--- src/rtl/hurricane_ctrl.sv ---
// hurricane_ctrl: sequences the range hood's hurricane (mode 3) airflow session.
//
// Runs alongside mode_fsm and drives two of its inputs. It grants or revokes
// mode 3 and selects where mode_fsm returns when mode 3 is revoked. It times
// the hurricane run, handles an early-exit countdown started by the menu
// button, and exports the remaining seconds for the display driver.
//
// Configuration macro: HURRICANE_ONESHOT_EN
//   defined   : SPENT holds until power-off, so hurricane is available once per power-on.
//   undefined : SPENT returns to READY once mode 3 is left, so hurricane is reusable.
//
// Ports:
//   clk                    system clock
//   rst                    asynchronous, active-low reset
//   machine_state          hood power on (1) / off (0)
//   mode_state[2:0]        current mode from mode_fsm; 3'b011 is hurricane
//   menu_btn               debounced menu button level (rising edge detected here)
//   hurricane_mode_enabled 1 permits entering or staying in mode 3
//   return_state           while enable is 0: 1 returns to mode 2, 0 to standby
//   remaining_sec[7:0]     seconds left in RUN/EXIT, 0 otherwise
//   hc_state[2:0]          OFF=0, READY=1, RUN=2, EXIT=3, SPENT=4
module hurricane_ctrl #(
  parameter int unsigned CLK_FREQ = 100_000_000,
  parameter int unsigned RUN_SEC  = 60,
  parameter int unsigned EXIT_SEC = 60
) (
  input  logic       clk,
  input  logic       rst,
  input  logic       machine_state,
  input  logic [2:0] mode_state,
  input  logic       menu_btn,
  output logic       hurricane_mode_enabled,
  output logic       return_state,
  output logic [7:0] remaining_sec,
  output logic [2:0] hc_state
);

  localparam int unsigned PW    = (CLK_FREQ > 1) ? $clog2(CLK_FREQ) : 1;
  localparam int unsigned SEC_W = 8;

  typedef enum logic [2:0] {
    S_OFF   = 3'd0,
    S_READY = 3'd1,
    S_RUN   = 3'd2,
    S_EXIT  = 3'd3,
    S_SPENT = 3'd4
  } state_t;

  state_t           state_q, state_d;
  logic [PW-1:0]    presc_q, presc_d;
  logic [SEC_W-1:0] sec_d;
  logic             ret_d;
  logic             hme_d;
  logic             menu_prev;
  logic             menu_edge;
  logic             tick;
  logic             mode_hc;
  logic             last_sec;

  assign menu_edge = menu_btn & ~menu_prev;
  assign tick      = (presc_q == PW'(CLK_FREQ - 1));
  assign mode_hc   = (mode_state == 3'b011);
  assign last_sec  = (remaining_sec == SEC_W'(1));
  assign hc_state  = state_q;

  // State, prescaler, seconds counter and registered outputs.
  always_ff @(posedge clk or negedge rst) begin
    if (!rst) begin
      state_q                <= S_OFF;
      presc_q                <= '0;
      remaining_sec          <= '0;
      return_state           <= 1'b0;
      hurricane_mode_enabled <= 1'b0;
      menu_prev              <= 1'b0;
    end else begin
      state_q                <= state_d;
      presc_q                <= presc_d;
      remaining_sec          <= sec_d;
      return_state           <= ret_d;
      hurricane_mode_enabled <= hme_d;
      menu_prev              <= menu_btn;
    end
  end

  // Next-state and next-output logic.
  always_comb begin
    state_d = state_q;
    presc_d = presc_q;
    sec_d   = remaining_sec;
    ret_d   = return_state;
    hme_d   = 1'b0;

    unique case (state_q)
      S_OFF: begin
        if (machine_state) state_d = S_READY;
      end

      S_READY: begin
        if (mode_hc) begin
          state_d = S_RUN;
          sec_d   = SEC_W'(RUN_SEC);
          presc_d = '0;
          ret_d   = 1'b0;
        end
      end

      S_RUN: begin
        presc_d = tick ? '0 : presc_q + PW'(1);
        if (tick && remaining_sec != '0) sec_d = remaining_sec - SEC_W'(1);
        // Expiry beats a simultaneous menu edge; menu beats leaving mode 3.
        if (tick && last_sec) begin
          state_d = S_SPENT;
          ret_d   = 1'b1;
        end else if (menu_edge) begin
          state_d = S_EXIT;
          sec_d   = SEC_W'(EXIT_SEC);
          presc_d = '0;
        end else if (!mode_hc) begin
          state_d = S_SPENT;
          ret_d   = 1'b0;
        end
      end

      S_EXIT: begin
        presc_d = tick ? '0 : presc_q + PW'(1);
        if (tick && remaining_sec != '0) sec_d = remaining_sec - SEC_W'(1);
        if ((tick && last_sec) || !mode_hc) begin
          state_d = S_SPENT;
          ret_d   = 1'b0;
        end
      end

      S_SPENT: begin
`ifdef HURRICANE_ONESHOT_EN
        state_d = S_SPENT;
`else
        if (!mode_hc) state_d = S_READY;
`endif
      end

      default: begin
        state_d = S_OFF;
      end
    endcase

    // Power-off overrides everything and clears all session state.
    if (!machine_state) begin
      state_d = S_OFF;
      ret_d   = 1'b0;
    end

    // Counters only live in RUN/EXIT.
    if (state_d != S_RUN && state_d != S_EXIT) begin
      presc_d = '0;
      sec_d   = '0;
    end

    hme_d = (state_d == S_READY) || (state_d == S_RUN) || (state_d == S_EXIT);
  end

endmodule
--- config.mk ---
export PLATFORM = sky130hd
export DESIGN_NAME = hurricane_ctrl
export DESIGN_NICKNAME = d
export VERILOG_FILES = /design/src/rtl/hurricane_ctrl.sv
export SDC_FILE = /design/constraint.sdc
export NUM_CORES = 1
export LEC_CHECK = 0
export ABC_AREA = 0
export CORE_MARGIN = 2
export CORE_UTILIZATION = 30
export CTS_CLUSTER_DIAMETER = 40
export CTS_CLUSTER_SIZE = 20
export DETAILED_ROUTE_END_ITERATION = 12
export SLEW_MARGIN = 15
export SYNTH_ARGS = -nofsm -noshare
export SYNTH_HDL_FRONTEND = slang
export SYNTH_SLANG_ARGS = --single-unit
export TNS_END_PERCENT = 5
--- constraint.sdc ---
create_clock -name clk -period 2.22 [get_ports clk]
set_input_delay 0.444 -clock clk [delete_from_list [all_inputs] [get_ports clk]]
set_output_delay 0.444 -clock clk [all_outputs]
set_load 0.02 [all_outputs]
Word-level counts from Yosys, hierarchy flattened
Cells that the tools add are included.
{ "word_totals": {"ff_bits": 41, "inputBits": 7, "out_inout_bits": 13, "wordCells": 67} }
{ "classes": {"addsub": 2, "n_eq_ne": 18, "mux": 27, "bitwise": 2, "n_reduce_logical": 12} }
{ "ops": {"columns": ["operator", "count"], "rows": [
  ["27-bit 2-to-1 mux", 5],
  ["27-bit one-hot mux with 3 select lines", 1],
  ["8-bit 2-to-1 mux", 5],
  ["27-bit by 1-bit adder with 27-bit output, second input constant", 1],
  ["27-bit == test, second input constant", 1],
  ["8-bit one-hot mux with 3 select lines", 1],
  ["3-bit 2-to-1 mux", 7],
  ["3-bit by 2-bit == test with 1-bit output, second input constant", 5],
  ["3-bit one-hot mux with 5 select lines", 1],
  ["3-bit != test, second input constant", 3],
  ["8-bit by 1-bit == test with 1-bit output, second input constant", 1],
  ["4-bit != test, second input constant", 2],
  ["8-bit nonzero test", 1],
  ["8-bit by 1-bit subtractor with 8-bit output, second input constant", 1],
  ["3-bit by 1-bit == test with 1-bit output, second input constant", 2],
  ["1-bit 2-to-1 mux", 6],
  ["3-bit by 2-bit != test with 1-bit output, second input constant", 2],
  ["5-bit AND reduction", 1],
  ["4-bit by 1-bit != test with 1-bit output, second input constant", 1],
  ["4-bit nonzero test", 1],
  ["3-bit == test, second input constant", 1],
  ["1-bit logical AND", 3],
  ["3-bit logical NOT", 1],
  ["1-bit logical OR", 3],
  ["5 further kinds", 5]
]} }

Depth between registers and ports, before layout
{ "logic_depth": {"ltp_word": 10, "depth_mapped": 10, "depth_no_buf": 7} }

Least setup slack after synthesis
OpenSTA, ideal clock, no wires.
{ "synth_timing": {"path_type": "flip-flop to flip-flop", "from": "reg presc_q[0]", "to": "reg remaining_sec[7]", "setup_ns": 0.079, "arrival_ns": 2.315, "required_time_ns": 2.141, "slack_ns": -0.174, "path_stages_with_launch": 8, "path_buffers": 1, "path_cell_list": "dfrtp_1 -> ha_1 -> nand3_4 -> or4_1 -> buf_2 -> or4_4 -> or3_1 -> a21oi_1"} }
{ "synth_via": {"elab_chain_cells": 10, "word_cells_on_any_way": 19} }
{ "synth_rtl": {"columns": ["element", "line_no", "text"], "rows": [
  ["from (decl)", "50", "logic [PW-1:0] presc_q, presc_d;"],
  ["from (signal assigned)", "77", "presc_q <= presc_d;"],
  ["27-bit == test *", "61", "assign tick = (presc_q == PW'(CLK_FREQ - 1));"],
  ["1-bit logical AND", "111, 127", null],
  ["1-bit logical OR", "127", "if ((tick && last_sec) || !mode_hc) begin"],
  ["3-bit 2-to-1 mux", "127", null],
  ["3-bit one-hot mux with 5 select lines", "93", "unique case (state_q)"],
  ["3-bit 2-to-1 mux", "147", "if (!machine_state) begin"],
  ["3-bit by 2-bit != test with 1-bit output", "153", "if (state_d != S_RUN && state_d != S_EXIT) begin"],
  ["1-bit logical AND", "153", null],
  ["3-bit != test (no source line) or 4-bit nonzero test (tied branches)", null, null],
  ["2-bit AND reduction (no source line)", null, null],
  ["to (signal assigned)", "71", "remaining_sec <= '0;"],
  ["to (signal assigned)", "78", "remaining_sec <= sec_d;"],
  ["to (decl)", "34", "output logic [7:0] remaining_sec,"]
]} }
Every way passes the cells marked *; elsewhere a longest branch is shown, timed or not.
A chain may end at the register's enable or synchronous reset.

Worst setup path after layout
Ends and elaborated chain as after synthesis.

==> metrics.cfg <==
[global_route]
globalRoute.totalOverflow=0
grt_max_degree=42
global_route.usage.total_pct=15.62
grt_pass1_wl_um=12570
grt_pass1_vias=2648
grt_antenna_before_repair=0

[critical_path]
worst_path_most_repeated_cell=or4_4
series_of_cell_instances_along_the_critical_path=ha_4 -> nand3_4 -> or4_4 -> or4_4 -> or3_1 -> a21oi_2
endpoint_kind=flip-flop
slowest_delay_ns=0.56
critical_path_buf_inv_count=0
critical_path_arrival_ns=2.49
crit_path_start_kind=flip-flop
critical_path_class=flip-flop to flip-flop
required_time_at_the_endpoint_of_the_critical_path_ns=2.45
critical_path.top_delay_family=simple AND/OR/NAND/NOR gates
worst-path-max-fanout=6
critical_path.slowest_cell=or4_4

[floorplan]
chipHeight_um=98.19
placement_rows=34
placeableCoreArea_um2=8678
initial_cell_density_of_the_core_pct=30.67
design.die.area_um2=9640
die_x_um=98.19
io-pin-count=20

[logic_synthesis]
synthesis.nets=312
synth.yosys.seq_area_share_pct=38.55
synth_ff_type=dfrtp_1
synth_area_um2=2661
asyncSetResetFlopFracSynth_pct=100.0
yosysWarningCount=0
ys_types=55
synth_seq_cells=41
postSynthCellCount=301
syn-mean-instance-area_um2=8.842
synth_enable_flop_cells=0

[flow_run]
max_cap_violations=0

[pwr]
power.leakage_nw=1.274
sequential_power_share_pct=50.4
p_int_w=0.001157
power.density_cell_area_nw_per_um2=426.3
clockPowerShare_pct=42.8
finalPower_w=0.001496
power.ir.vdd_worst_mv=0.4479
switching_share_pct=22.66
comb_power_share_pct=6.8
power_switching_w=0.0003389

[sta]
final.min_clock_period_ns=2.256
min_period_over_period_pct=101.6
finClkSkew_ns=0.008432
timing_hold_violations_final=0
slew_headroom_pct=62.47
timing.final.setup_violations=1
final_report_max_slew_violation_count=0
worstMarginPinSlew_ns=0.5578
rsz0062_at_grt=yes
layout_setup_ws_ns=-0.03629
achievable-frequency_mhz=443.2

[clock_tree]
clock-sinks=41
clock_latency_late_sink_ns=0.30
clock_tree.root_cell=clkbuf_8
postCtsSetupRepairBufs=0
ctsHtreeMaxLevel=2
ctsLongestPathBuffers=2
path_clk_slew_ns=0.08
tritoncts_buffer_count=5
tritoncts=built

[finish]
areaGrowthSynthToFinish_pct=31.83
final_common_cell=buf_4
num-nets-final=369
filler_cell_count=903
n_antenna_cell=0
mostFrequentLayoutCells=buf_4 (49), dfrtp_1 (41), nand2_1 (24)
final_cell_area_um2=3508
drive_gt1_share_pct=23.12

[worst_hold_path]
hold_path_class=primary input to asynchronous set/reset pin

[detailed_routing]
detail_route.wl_per_cell_um=16.04
drtAntennaViolNets=0
drtIter0Drc=158
vias=2668
postRouteWirelength_um=7490
detailed_router_iteration_count_before_antenna_repair=5
post_drt_via_cell_ratio=5.713
remaining_drc_errors=0

[placement]
dp_worst_setup_slack_ns=-0.1162
gp_routability_congestion=0.8372
buffer_ports.inserted=19
placed_cell_area_um2=3333
dp_hpwl_um=5113

[outcome]
violations_in_the_final_reports=negative setup slack
run_status=finished with violations

[power groups by stage]
stage	Clock [W]	Sequential (W)	Combinational [W]
6_report	0.000640	0.000753	0.000102
5_1_grt	0.000689	0.000754	0.000112
4_1_cts	0.000663	0.000753	0.000103
3_5_place_dp	0	0.000768	0.000101
3_3_place_gp	0	0.000769	0.000100
2_1_floorplan	0	0.000771	0.0000412
[flip-flops by register name, indices dropped and copies added (netlist names)]
| register | count |
|---|---|
| presc_q | 27 |
| remaining_sec | 8 |
| hc_state | 3 |
| hurricane_mode_enabled | 1 |
| menu_prev | 1 |
| return_state | 1 |
[routing by layer]
layer	vias to the layer above	GRT usage, %	wire length (um)
li1	1296	-	-
met1	1316	21.17	3453
met2	48	26.29	3706
met5	-	0	0
met4	0	4.110	82
met3	8	2.219	248
[cell usage after synthesis (4+ instances only)]
| master | count | share of area, % |
|---|---|---|
| a21oi_1 | 17 | 3.2 |
| a311oi_1 | 19 | 6.3 |
| a31oi_1 | 15 | 3.5 |
| a41oi_1 | 5 | 1.6 |
| and2_1 | 4 | 0.94 |
| buf_2 | 5 | 0.94 |
| clkbuf_1 | 13 | 1.8 |
| dfrtp_1 | 41 | 39 |
| ha_1 | 4 | 1.9 |
| inv_1 | 9 | 1.3 |
| nand2_1 | 24 | 3.4 |
| nand3_1 | 14 | 2.6 |
| nand3b_1 | 5 | 1.4 |
| nand4_1 | 12 | 2.8 |
| nor2_1 | 14 | 2.0 |
| nor3_1 | 6 | 1.1 |
| nor4_1 | 8 | 1.9 |
| o21ai_0 | 14 | 2.6 |
| or3_1 | 13 | 3.1 |
| or4_1 | 6 | 1.7 |
[final timing paths]
kind	start	end	slack, ns	cells past startpoint
max	presc_q[0]	remaining_sec[7]	-0.04	6
min	rst	return_state	0.21	2
max reg2reg	presc_q[0]	remaining_sec[7]	-0.04	6
min reg2reg	presc_q[26]	presc_q[26]	0.50	1
max in group asynchronous	rst	menu_prev	1.63	2
min in group clk	presc_q[26]	presc_q[26]	0.50	1
[through the flow]
| stage | TNS (ns) | instances | util (%) | hold slack (ns) |
|---|---|---|---|---|
| after global routing | -1.612 | 467 | 40.43 | 0.2528 |
| after floorplan | -1.938 | 301 | - | 0.1484 |
| final | -0.03629 | 467 | 40.43 | 0.2067 |
| after detailed placement | -0.8818 | 459 | 38.41 | 0.4817 |
| after global placement | -0.1391 | 459 | 38.41 | 0.4737 |
| after CTS | -0.2701 | 467 | 39.95 | 0.2276 |
[kinds of logic (layout without fill, tap and decap cells)]
group,count (synthesis),count (layout),synth area share [%]
buffers and inverters,31,89,5.595
and+or+nand+nor,134,134,30.00
AOI/OAI and AO/OA,88,88,22.99
xor gates and xnor gates,3,3,0.9875
DFF,41,41,38.55
adders and majority gates,4,4,1.881
[layout make-up]
| class | instances | area, um^2 | area share, % |
|---|---|---|---|
| Clock inverter | 1 | 30.03 | 0.8559 |
| Multi-Input combinational cell | 229 | 1564 | 44.58 |
| Tap cell | 108 | 135.1 | 3.852 |
| Inverter | 9 | 33.78 | 0.9629 |
| Sequential cell | 41 | 1026 | 29.24 |
| Clock buffer | 7 | 86.33 | 2.461 |
| Timing Repair Buffer | 72 | 633.1 | 18.05 |
[what timing repair did]
action | in CTS | in global routing
hold buffers | 0 | 0
setup endpoints to repair | 33 | 35
pin swaps | 3 | 5
gates cloned | 0 | 0
resized for setup | 3 | 7
No activity file was read; power rests on OpenSTA's default activity.
